--- config.mk ---
export PLATFORM = sky130hd
export DESIGN_NAME = escalonador_interrupcoes
export DESIGN_NICKNAME = d
export VERILOG_FILES = /design/src/rtl/escalonador_interrupcoes.sv
export SDC_FILE = /design/constraint.sdc
export NUM_CORES = 1
export LEC_CHECK = 0
export ABC_AREA = 0
export CORE_AREA = 3 3 86 88
export DETAILED_ROUTE_END_ITERATION = 8
export DIE_AREA = 0 0 89 91
export GPL_TIMING_DRIVEN = 0
export MAX_ROUTING_LAYER = met4
export PLACE_DENSITY = 0.87
export SYNTH_ARGS = -nofsm -noshare
export SYNTH_HDL_FRONTEND = slang
export SYNTH_SLANG_ARGS = --single-unit
--- constraint.sdc ---
create_clock -name Clock -period 3.07 [get_ports Clock]
set_input_delay 0.4605 -clock Clock [delete_from_list [all_inputs] [get_ports Clock]]
set_output_delay 0.4605 -clock Clock [all_outputs]
set_load 0.01 [all_outputs]
--- src/rtl/escalonador_interrupcoes.sv ---
// Interrupt controller and preemption scheduler: quantum timer, halt/timer/key
// arbitration, PC redirect to the kernel vector and return to the saved PC.
module escalonador_interrupcoes #(
    parameter int              PC_W    = 11,
    parameter int              TIMER_W = 16,
    parameter logic [PC_W-1:0] VECTOR  = '0
) (
    input  logic               Clock,
    input  logic               Reset,
    input  logic               Halt,
    input  logic               SetClock,
    input  logic [TIMER_W-1:0] Quantum,
    input  logic               KeyReady,
    input  logic               MaskWrite,
    input  logic [1:0]         MaskData,
    input  logic               GetInterruption,
    input  logic               Resume,
    input  logic [PC_W-1:0]    NextPC,
    output logic               Redirect,
    output logic [PC_W-1:0]    TargetPC,
    output logic [PC_W-1:0]    SavedPC,
    output logic [31:0]        Cause,
    output logic               InService,
    output logic [TIMER_W-1:0] TimerCount
);

    typedef enum logic {
        IDLE    = 1'b0,
        SERVICE = 1'b1
    } state_t;

    state_t             state_q, state_d;
    logic [2:0]         pending_q, pending_d;
    logic [1:0]         mask_q, mask_d;
    logic [TIMER_W-1:0] reload_q, reload_d;
    logic [TIMER_W-1:0] count_q, count_d;
    logic               armed_q, armed_d;
    logic [PC_W-1:0]    saved_pc_q, saved_pc_d;
    logic [1:0]         cause_q, cause_d;

    logic [2:0] ev;
    logic [2:0] elig;
    logic [2:0] win_bit;
    logic [1:0] win_code;
    logic       in_idle;
    logic       dispatch;
    logic       resume_now;

    // Arbitration: halt (bit 2) > timer (bit 0) > key (bit 1)
    always_comb begin
        ev         = pending_q | {Halt, KeyReady, 1'b0};
        elig       = {ev[2], ev[1] & mask_q[1], ev[0] & mask_q[0]};
        in_idle    = (state_q == IDLE);
        dispatch   = in_idle && (elig != 3'b000);
        resume_now = (state_q == SERVICE) && Resume;
        win_bit    = 3'b010;
        win_code   = 2'd3;
        if (elig[2]) begin
            win_bit  = 3'b100;
            win_code = 2'd2;
        end else if (elig[0]) begin
            win_bit  = 3'b001;
            win_code = 2'd1;
        end
    end

    always_comb begin
        state_d    = state_q;
        pending_d  = ev;
        mask_d     = mask_q;
        reload_d   = reload_q;
        count_d    = count_q;
        armed_d    = armed_q;
        saved_pc_d = saved_pc_q;
        cause_d    = cause_q;

        if (MaskWrite) begin
            mask_d = MaskData;
        end

        if (dispatch) begin
            state_d    = SERVICE;
            saved_pc_d = NextPC;
            cause_d    = win_code;
            pending_d  = ev & ~win_bit;
        end

        if (state_q == SERVICE) begin
            if (GetInterruption) begin
                cause_d = 2'd0;
            end
            if (Resume) begin
                state_d = IDLE;
            end
        end

        // Expiry still fires on a dispatch cycle so the timer stays pending behind a halt
        if (SetClock) begin
            reload_d = Quantum;
            count_d  = Quantum;
            armed_d  = (Quantum != '0);
        end else if (in_idle && armed_q) begin
            if (count_q == TIMER_W'(1)) begin
                pending_d[0] = 1'b1;
                count_d      = reload_q;
            end else if (!dispatch && count_q != '0) begin
                count_d = count_q - TIMER_W'(1);
            end
        end else if (resume_now && armed_q) begin
            count_d = reload_q;
        end
    end

    always_ff @(posedge Clock) begin
        if (!Reset) begin
            state_q    <= IDLE;
            pending_q  <= 3'b000;
            mask_q     <= 2'b11;
            reload_q   <= '0;
            count_q    <= '0;
            armed_q    <= 1'b0;
            saved_pc_q <= '0;
            cause_q    <= 2'd0;
        end else begin
            state_q    <= state_d;
            pending_q  <= pending_d;
            mask_q     <= mask_d;
            reload_q   <= reload_d;
            count_q    <= count_d;
            armed_q    <= armed_d;
            saved_pc_q <= saved_pc_d;
            cause_q    <= cause_d;
        end
    end

    always_comb begin
        Redirect   = dispatch || resume_now;
        TargetPC   = resume_now ? saved_pc_q : VECTOR;
        SavedPC    = saved_pc_q;
        Cause      = {30'd0, cause_q};
        InService  = (state_q == SERVICE);
        TimerCount = count_q;
    end

endmodule

---- Word level (Yosys, flattened, before mapping) ----
Index checks and enable logic that the tools add are counted.
storage, ports and cells
  bits in registers ....................... 52
cells by class
  equal/unequal tests ..................... 2
  add/subtract/negate cells ............... 1
  bitwise gates (word level) .............. 6
  muxes and demuxes ....................... 20
  reduce and logical (&&, ||, !) cells .... 12
operator list
  kind                                                    number
  two-way mux 16 bit                                      5
  nonzero test 16 bit                                     2
  equality test 16 x 1 -> 1 bit (second input constant)   1
  subtractor 16 x 1 -> 16 bit (second input constant)     1
  two-way mux 2 bit                                       6
  two-way mux 11 bit                                      1
  two-way mux 1 bit                                       6
  two-way mux 3 bit                                       2
  nonzero test 3 bit                                      2
  logical AND 1 bit                                       5
  inequality test 4 x 2 -> 1 bit (second input constant)  1
  bitwise AND 3 bit                                       1
  inverter 3 bit                                          1
  OR 3 bit                                                1
  bitwise AND 1 bit                                       2
  AND reduction 2 bit                                     1
  zero test 1 bit                                         1
  logical OR 1 bit                                        1
  inverter 1 bit                                          1

---- Logic depth before layout (Yosys ltp) ----
  depth in word-level cells ............... 10
  gate-level depth with buffers ........... 8
  gate-level depth less buffers ........... 7

---- Worst setup path after synthesis ----
OpenSTA, ideal clock, no wires.
  path type ............................... register to register
  from .................................... reg count_q[0], in the netlist TimerCount[0]
  to ...................................... reg count_q[10], in the netlist TimerCount[10]
  path buffers ............................ 0
  library setup time ...................... 128 ps
  data arrival time ....................... 1820 ps
  stages on the path, launching flop included .. 8
  slack ................................... 1122 ps
  clock period less this slack ............ 1948 ps
  cells stage by stage .................... dfxtp_1 inv_1 ha_1 nor4b_1 and4_2 or4_1 a21oi_1 o22ai_1
on the way
  cells in the longest elaborated chain, start to end .. 5
  elaborated cells on any way between the ends .. 10
  those cells by class .................... 1 x add/sub; 2 x eq/ne; 4 x mux; 3 x reduce/logical
RTL lines
  what                         RTL line  text
  start: declaration           36        logic [TIMER_W-1:0] count_q, count_d;
  start signal: assignment     129       count_q <= count_d;
  subtractor 16 x 1 -> 16 bit  107       count_d = count_q - TIMER_W'(1);
  two-way mux 16 bit           106       end else if (!dispatch && count_q != '0) begin
  two-way mux 16 bit           103       if (count_q == TIMER_W'(1)) begin
  two-way mux 16 bit           102       end else if (in_idle && armed_q) begin
  two-way mux 16 bit           98        if (SetClock) begin
Several ways; a longest one is shown, not always the timed one. The select of a mux whose other input is x is not followed.
A chain may end at the register's enable or synchronous reset.

---- Final worst setup path ----
  from .................................... in Halt
  to ...................................... out Redirect
on the way
  cells in the longest elaborated chain, start to end .. 4
RTL lines
  what                RTL line  text
  start: declaration  10        input logic Halt,
  OR 3 bit            51        ev = pending_q | {Halt, KeyReady, 1'b0};
  nonzero test 3 bit  54        dispatch = in_idle && (elig != 3'b000);
  logical AND 1 bit   54
  logical OR 1 bit    137       Redirect = dispatch || resume_now;
  end: declaration    19        output logic Redirect,
Every way passes these cells.

==> qor.txt <==
Status - completed
RSZ-0062 raised after global routing - false
H-Tree Depth - 2
Startpoint Class - input port
CTS buffer count - 5
Ant. Diodes - 0
Vias/cell - 5.49
Most used DFF post-synth - dfxtp_1
Sequential fraction of the synthesis area - 35.1%
Die height - 91 µm
Row cnt - 30
Placed cells - 548
Hold_ws - 0.442 ns
WP data arrival - 2.20 ns
Netlist cell types - 59
Core area - 6720 µm²
Worst-Margin Slew - 0.743 ns
Root buffer cell - clkbuf_8
Most frequent cells in the layout - 77 x clkdlybuf4s50_1, 56 x nand2_1, 52 x dfxtp_1, 39 x a21oi_1
Syn-to-layout area delta - 36.0%
Yosys reg bits - 52
Worst hold-check path type - in2reg
Tmin final - 2.66 ns
Post-cts sizing count - 0
I/O Buffers - 77
# setup viols final - 0
Final wirelength - 8990 µm
Post-Layout Cell Count - 555
EDFF count, synth - 0
Multi-input logic area - 1690 µm²
Max IR drop VDD - 264 µV
Drt wl/cell - 16.2 µm
WS Path Type - in2out
Drt initial violations - 346
GRT Total Usage - 22.4%
Starting Density - 44.2%
Final slew viol count - 0
Residual DRC - 0
Io pins - 109
Die X - 89 µm
Clock sinks - 52
Synth warn - 0
Slew HR - 50.5%
Ys async rst share - 0%
Fmax achieved - 375 MHz
Clock Skews - 0.0102 ns
ANT nets after route - 0
Vias - 3045
Global placement routability congestion - 0.988
Congestion Overflow GR - 0
Share of cells above drive strength 1 - 11.4%
CTS tree - built
Tot Pwr - 0.00172 W
Fin Setup TNS - 0 ns
Fin. Hold Viols - 0
CTS clk-pin slew, worst paths - 0.10 ns
Vias in the first global route - 2751
Total die area - 8100 µm²
Max-cap violation count - 0
Skew-Pair Late Insertion Delay - 0.31 ns
Static Leak - 1.64 nW
Register area - 1040 µm²
Layout Utilization - 60.1%
Pwr per Cell Area - 425 nW/µm²
Element type at the critical path end - output pin
Mean post-synth cell area - 8.20 µm²
FILL cells - 604
Placed wire-length estimate - 7050 µm
Commonest non-fill, non-tap cell in the layout - clkdlybuf4s50_1
CP required - 2.61 ns
Largest net degree at the start of global routing - 16
First drt pass iteration count - 5
Post-Syn Instances - 362
Worst-path maximum fanout - 19
Initial antenna violation count - 0
Tcrit/Tclk final - 86.8%
First-pass GRT wire length - 13900 µm
Final #Nets - 514
CTS Buffer Depth - 2
Post-Syn Area - 2970 µm²
## kinds of logic after synthesis
logic type,after synthesis,synth area share (%)
AO/OA/AOI/OAI,90,20.5
XOR/XNOR,7,2.06
adder cells (fa/ha/maj),3,1.26
buffers and inverters,57,11.8
flip-flops,52,35.1
multiplexers,15,5.06
other,1,0.126
AND/OR/NAND/NOR,137,24.1
## stage by stage
stage / setup slack [ns] / area, µm²
2_1_floorplan: 1.12 / 3080
3_3_place_gp: 0.103 / 3950
3_5_place_dp: 0.0361 / 3950
4_1_cts: 0.0351 / 4040
5_1_grt: 0.239 / 4040
6_report: 0.405 / 4040
## per-layer routing
metal	wire length, µm	track usage [%]	part of all wire [%]	vias up
met1	3630	30.0	40	1383
met3	942	4.81	10	20
met2	4260	33.9	47	163
li1	-	-	-	1479
met4	166	6.82	1.8	0
met5	0	-	0	-
## flip-flops by register name, summed over array words and instances, names as in the netlist
name,cells
SavedPC,11
reload_q,16
armed_q,1
TimerCount,16
InService,1
cause_q,2
mask_q,2
pending_q,3
## cells in the mapped netlist, drive strengths merged, types with 4 or more instances
cell / number / area, µm²
clkbuf: 10 / 37.5
nor4: 8 / 86.3
a311oi: 5 / 43.8
inv: 8 / 30.0
o221ai: 5 / 43.8
xnor2: 5 / 43.8
nand2: 56 / 210
dfxtp: 52 / 1040
buf: 39 / 283
o211ai: 7 / 57.6
nand4: 9 / 56.3
nor3: 6 / 30.0
and3: 12 / 75.1
o21ai: 9 / 48.8
a21oi: 40 / 204
mux2i: 15 / 150
nor2: 24 / 92.6
or3: 4 / 25.0
## critical path: stages
cell	delay (ns)
clkdlybuf4s50_1	0.45
a211oi_1	0.37
a21o_1	0.18
buf_6	0.19
nand2_1	0.07
clkdlybuf4s50_1	0.48
## area by class of cell
class	instances	area share, %
timing repair buffer	77	19.1
clock inverter	1	0.186
inverter	8	0.743
multi-input combinational	282	41.8
sequential	52	25.8
buffer	48	7.84
clock buffer	7	2.14
tap	80	2.48
## final timing paths
path                                     from                         end  slack, ns  depth (start not counted)
setup / recovery                         Halt                    Redirect       0.41                          6
hold / removal                          Reset  TimerCount[5]$_SDFFE_PN0P_       0.44                          3
setup reg to reg  TimerCount[10]$_SDFFE_PN0P_  TimerCount[0]$_SDFFE_PN0P_       0.69                          6
hold reg to reg         cause_q[0]$_SDFF_PN0_       cause_q[0]$_SDFF_PN0_       0.47                          2
## report_power, final
part           total [W]  internal (W)  leakage, nW  switching, W
clock           0.000406      0.000184       0.0445      0.000222
combinational   0.000525      0.000251         1.16      0.000275
sequential      0.000786      0.000727        0.430     0.0000592
## timing repair
action	4_1_cts	5_1_grt
setup endpoints to repair	0	1
buffers inserted	0	0
hold buffers	0	0
(Power assumes the default switching activity.)
